[src/rtl/lexer.sv]
// Byte-to-token front end for the LR parser.
// Classifies ASCII chars, builds numbers and queues 16-bit tokens.
module lexer #(
  parameter int          TOKQ_DEPTH = 4,
  parameter logic [7:0]  EOF_CHAR   = 8'h0A
) (
  input  logic        CLK,
  input  logic        RST_N,
  input  logic        I_VALID,
  input  logic [7:0]  I_CHAR,
  output logic        I_READY,
  output logic        O_VALID,
  output logic [15:0] O_TOKEN,
  input  logic        RECEIVE,
  output logic [1:0]  STAT
);

  localparam int PW = $clog2(TOKQ_DEPTH);
  localparam int CW = PW + 1;

  localparam logic [15:0] T_PLUS = 16'h0100;
  localparam logic [15:0] T_STAR = 16'h0200;
  localparam logic [15:0] T_EOF  = 16'h0300;

  typedef enum logic [1:0] {
    S_IDLE, S_NUM, S_DONE, S_ERROR
  } state_t;

  state_t         state, state_nx;
  logic [7:0]     acc, acc_nx;
  logic [15:0]    q [TOKQ_DEPTH];
  logic [PW-1:0]  wr_ptr, rd_ptr;
  logic [CW-1:0]  count;
  logic [1:0]     n_push;
  logic [15:0]    tok0, tok1;
  logic           accept, pop;
  logic           is_dig, is_plus, is_star;
  logic           is_sp, is_eof;
  logic [11:0]    prod;
  logic [15:0]    op_tok, num_tok;

  assign is_dig  = (I_CHAR >= 8'h30) &&
                   (I_CHAR <= 8'h39);
  assign is_plus = (I_CHAR == 8'h2B);
  assign is_star = (I_CHAR == 8'h2A);
  assign is_sp   = (I_CHAR == 8'h20);
  assign is_eof  = (I_CHAR == EOF_CHAR) ||
                   (I_CHAR == 8'h00);

  // Wide enough that acc*10+9 never wraps.
  assign prod    = {4'b0, acc} * 12'd10 +
                   {8'b0, I_CHAR[3:0]};
  assign op_tok  = is_plus ? T_PLUS : T_STAR;
  assign num_tok = {8'h00, acc};
  assign accept  = I_VALID && I_READY;
  assign pop     = RECEIVE && (count != '0);

  always_ff @(posedge CLK or negedge RST_N) begin
    if (!RST_N) begin
      state <= S_IDLE;
      acc   <= '0;
    end else begin
      state <= state_nx;
      acc   <= acc_nx;
    end
  end

  always_comb begin
    state_nx = state;
    acc_nx   = acc;
    n_push   = 2'd0;
    tok0     = '0;
    tok1     = '0;
    if (accept) begin
      unique case (1'b1)
        is_dig: begin
          if (state == S_IDLE) begin
            acc_nx   = {4'b0, I_CHAR[3:0]};
            state_nx = S_NUM;
          end else if (prod > 12'd255) begin
            state_nx = S_ERROR;
          end else begin
            acc_nx = prod[7:0];
          end
        end
        is_plus, is_star: begin
          if (state == S_NUM) begin
            n_push = 2'd2;
            tok0   = num_tok;
            tok1   = op_tok;
          end else begin
            n_push = 2'd1;
            tok0   = op_tok;
          end
          state_nx = S_IDLE;
        end
        is_sp: begin
          if (state == S_NUM) begin
            n_push = 2'd1;
            tok0   = num_tok;
          end
          state_nx = S_IDLE;
        end
        is_eof: begin
          if (state == S_NUM) begin
            n_push = 2'd2;
            tok0   = num_tok;
            tok1   = T_EOF;
          end else begin
            n_push = 2'd1;
            tok0   = T_EOF;
          end
          state_nx = S_DONE;
        end
        default: state_nx = S_ERROR;
      endcase
    end
  end

  always_comb begin
    I_READY = RST_N &&
              ((state == S_IDLE) ||
               (state == S_NUM)) &&
              (count <= CW'(TOKQ_DEPTH - 2));
    O_VALID = (count != '0);
    O_TOKEN = O_VALID ? q[rd_ptr] : 16'h0000;
    STAT    = {state == S_DONE,
               state == S_ERROR};
  end

  always_ff @(posedge CLK or negedge RST_N) begin
    if (!RST_N) begin
      wr_ptr <= '0;
      rd_ptr <= '0;
      count  <= '0;
    end else begin
      wr_ptr <= wr_ptr + PW'(n_push);
      rd_ptr <= rd_ptr + PW'(pop);
      count  <= count + CW'(n_push) - CW'(pop);
    end
  end

  always_ff @(posedge CLK) begin
    if (n_push != 2'd0)
      q[wr_ptr] <= tok0;
    if (n_push == 2'd2)
      q[wr_ptr + PW'(1)] <= tok1;
  end

endmodule
[config.mk]
export PLATFORM = sky130hd
export DESIGN_NAME = lexer
export DESIGN_NICKNAME = d
export VERILOG_FILES = /design/src/rtl/lexer.sv
export SDC_FILE = /design/constraint.sdc
export NUM_CORES = 1
export LEC_CHECK = 0
export ABC_AREA = 1
export CORE_MARGIN = 4
export CORE_UTILIZATION = 50
export DETAILED_ROUTE_END_ITERATION = 12
export PLACE_DENSITY = 0.74
export REMOVE_ABC_BUFFERS = 1
export SKIP_LAST_GASP = 1
export SYNTH_ARGS = -nofsm -noshare
export SYNTH_HDL_FRONTEND = slang
export SYNTH_SLANG_ARGS = --single-unit
[constraint.sdc]
create_clock -name CLK -period 2.6 [get_ports CLK]
set_clock_uncertainty 0.2 [all_clocks]
set_input_delay 0.26 -clock CLK [delete_from_list [all_inputs] [get_ports CLK]]
set_output_delay 0.26 -clock CLK [all_outputs]
set_load 0.05 [all_outputs]
==> flow_summary.toml <==
[status]
outcome = "complete, but fails checks"
violations = "negative setup slack"

[final_layout]
nets = 618
finish.utilization = 0.679
area_delta_synth_final_pct = 30.7
n_antenna_cell = 0
stdcell_count = 684
nFillCells = 557
drive_above_1_share = 0.259
final_area_sq_um = 4660

[clock_tree]
max-clock-path-buffers = 2
cts.sinks = 57
cts-root-buf = "clkbuf_8"
cts_tree = "built"
path_clk_slew_ns = 0.07
insertion_delay_ns = 0.34
hold_buffers = 0
h-tree-depth = 3
cts_buffers = 9

[global_route]
grt_remaining_overflow = 0
grt.met3_usage = 0.0544
grt_busiest_layer = "met2"
grtUsageMet2 = 0.383
grt_pass1_vias = 3288
grt_max_degree = 21
antenna_found_initial = 0
grt.total_usage = 0.211
grt_pass1_wl_mm = 14.5
gr-usage-met1 = 0.242

[critical_path]
critPathMaxFanout = 8
cp-end-kind = "register"
worstReg2RegStart = "acc[1]"
cpLargestDelayFamily = "adder cells"
worstReg2RegEnd = "acc[2]"
crit_arrival_ns = 2.79
worstPathRequired_ns = 2.63
path_cells = "ha_1, ha_2, inv_2, fa_2, nor2_4, nand2_2, nand3_2, o21bai_1, nand3_2, o21bai_4, nand2_4, nand2_2, nand2_1"
r2r_slack_ns = -0.16
ff2ff_path_depth = 13
worstSetupPathType = "register to register"
slowest_delay_ns = 0.55
start_kind = "register"
crit_buf_inv = 1
critPathSlowestCell = "fa_2"

[detailed_routing]
firstDrtPassIters = 4
wl_per_cell_um = 12.8
wl_mm = 8.75
drcViolationCount = 0
final_antenna_net_count = 0
drt_iter0_markers = 176
viasPerCell = 5.04
vias = 3450

[logic_synthesis]
synth_top_family_by_area = "simple AND/OR/NAND/NOR gates"
synth_commonest_cells = "nor2_1, nand2_1, o21ai_0"
muxShareOfSynthArea = 0
seq_area_frac_synth = 0.366
synth.top_cell.area_share = 0.179
synth_area_leaders = "dfxtp_1, nor2_1, dfrtp_1"
yosys.area.top_type = "dfxtp_1"
netlist_area_sq_um = 3570
synthMostInstantiatedCell = "nor2_1"
yosys.area_share.simple = 0.331
yosysWarnings = 0
syn_inst = 494
yosys_register_bits = 57
synth-async-reset-ratio = 0.298
synth_compound_area_frac = 0.123
syn-mean-instance-area_sq_um = 7.23
ys.flop_type = "dfxtp_1"
synthXorXnorAreaFrac = 0.0147
synth_fa_ha_area_frac = 0.0869
synth_cell_type_count = 40
synth-edff-count = 8

[floorplan]
floorplan.die.width_um = 92.5
start_util = 0.520
num_rows = 30
die_height_um = 92.5
dieArea_sq_um = 8560
io_pins = 32
coreArea_sq_um = 6870

[pwr]
swShare = 0.408
power.density_nw_per_um2 = 683
power.internal_w = 0.00189
static-leakage-power_nw = 2.38
p_comb_frac = 0.420
p_sw_w = 0.00130
p_clk_frac = 0.271
sequentialPowerShare = 0.309
ir_worst_vdd_mv = 0.664

[run]
cap_violations = 0

[placement]
dp.cells = 653
place_congestion = 0.863
place_area_sq_um = 4210
io_buffers = 25
hpwl_mm = 6.70
pre_cts_ws_ns = -0.399

[sta]
rsz0062_at_grt = "true"
finalCriticalPeriod_ns = 2.76
setup_ws_ns = -0.157
period_share = 1.06
tightest_slew_ns = 0.605
setup_violations = 10
maxSlewViolCount = 0
max_freq_mhz = 363
fin_tns_setup_ns = -1.42
hold_viol_final = 0
slew_headroom = 0.595

[hold_path]
holdCritPathClass = "primary input to async pin"
[per-stage QoR]
step	total power (W)	hold WS, ns
after floorplan	0.00185	-0.236
after global placement	0.00225	0.257
after detailed placement	0.00228	0.267
after CTS	0.00319	0.0978
after global routing	0.00339	0.0958
final	0.00319	0.0976
[worst max-delay path by stage]
stage	startpoint	end	cells after the start
floorplan	count[2]	count[2]	14
global placement	I_CHAR[2]	count[2]	18
detailed placement	I_CHAR[2]	count[2]	18
CTS	acc[1]	acc[6]	12
global route	acc[1]	state[0]	13
finish	acc[1]	acc[2]	13
[power groups by stage]
stage	Sequential, W	Combinational (W)	Clock, W
finish	0.000984	0.00134	0.000865
global route	0.000989	0.00146	0.000936
CTS	0.000981	0.00132	0.000881
detailed placement	0.00100	0.00127	0
global placement	0.000997	0.00125	0
floorplan	0.00103	0.000825	0
[state kept, by name, summed over array words and instances, names as in the netlist]
| register | cells |
|---|---|
| q | 40 |
| rd_ptr | 2 |
| wr_ptr | 2 |
| acc | 8 |
| count | 3 |
| state | 2 |
[routing by layer]
| metal | vias to the layer above | part of all wire |
|---|---|---|
| met2 | 66 | 0.52 |
| met1 | 1600 | 0.42 |
| li1 | 1769 | - |
| met4 | 0 | 0.015 |
| met3 | 15 | 0.042 |
| met5 | - | 0 |
[cells by family after synthesis]
logic type / after synthesis
other: 1
and+or+nand+nor: 264
adders and majority gates: 23
buffers and inverters: 63
AOI/OAI and AO/OA: 80
DFF: 57
xor gates and xnor gates: 6
[final cells by class]
cell class	instances	area, sq um	area share
tap	96	120	0.0258
clock buffer	10	149	0.0319
clock inverter	6	65.1	0.0139
sequential	57	1310	0.280
inverter	47	181	0.0389
timing repair buffer	89	724	0.155
multi-input combinational	379	2120	0.454
[cell usage in the layout (no fill, tap or decap), types with 2 or more instances in the layout]
cell type,Yosys,layout
nand3_2,1,6
clkdlybuf4s50_1,0,10
nand3b_1,2,2
nand2_4,4,5
conb_1,1,6
o211ai_1,2,2
o21ai_1,11,11
nor2_2,2,4
clkinv_4,0,2
xnor2_1,3,2
clkbuf_8,0,9
nand3_1,21,16
dfrtp_1,17,17
xor2_1,3,3
nor3b_2,7,7
inv_2,5,10
a21oi_1,17,17
nor3_1,3,3
dlymetal6s2s_1,0,3
a21oi_2,3,3
edfxtp_1,8,8
inv_1,38,33
nor2_1,130,127
nand2_1,84,77
nand4_1,2,2
dfxtp_1,32,32
buf_4,6,74
o21ai_0,40,40
ha_1,20,16
clkinv_2,2,4
nand2_2,5,11
o22ai_1,5,5
fa_2,0,2
ha_4,0,3
[what timing repair did]
item | CTS | global route
pin swaps | 12 | 8
setup endpoints to repair | 11 | 12
resized for setup | 17 | 17
buffers inserted | 8 | 7
hold endpoints to repair | 0 | 0
Power figures use the tool's default switching activity.
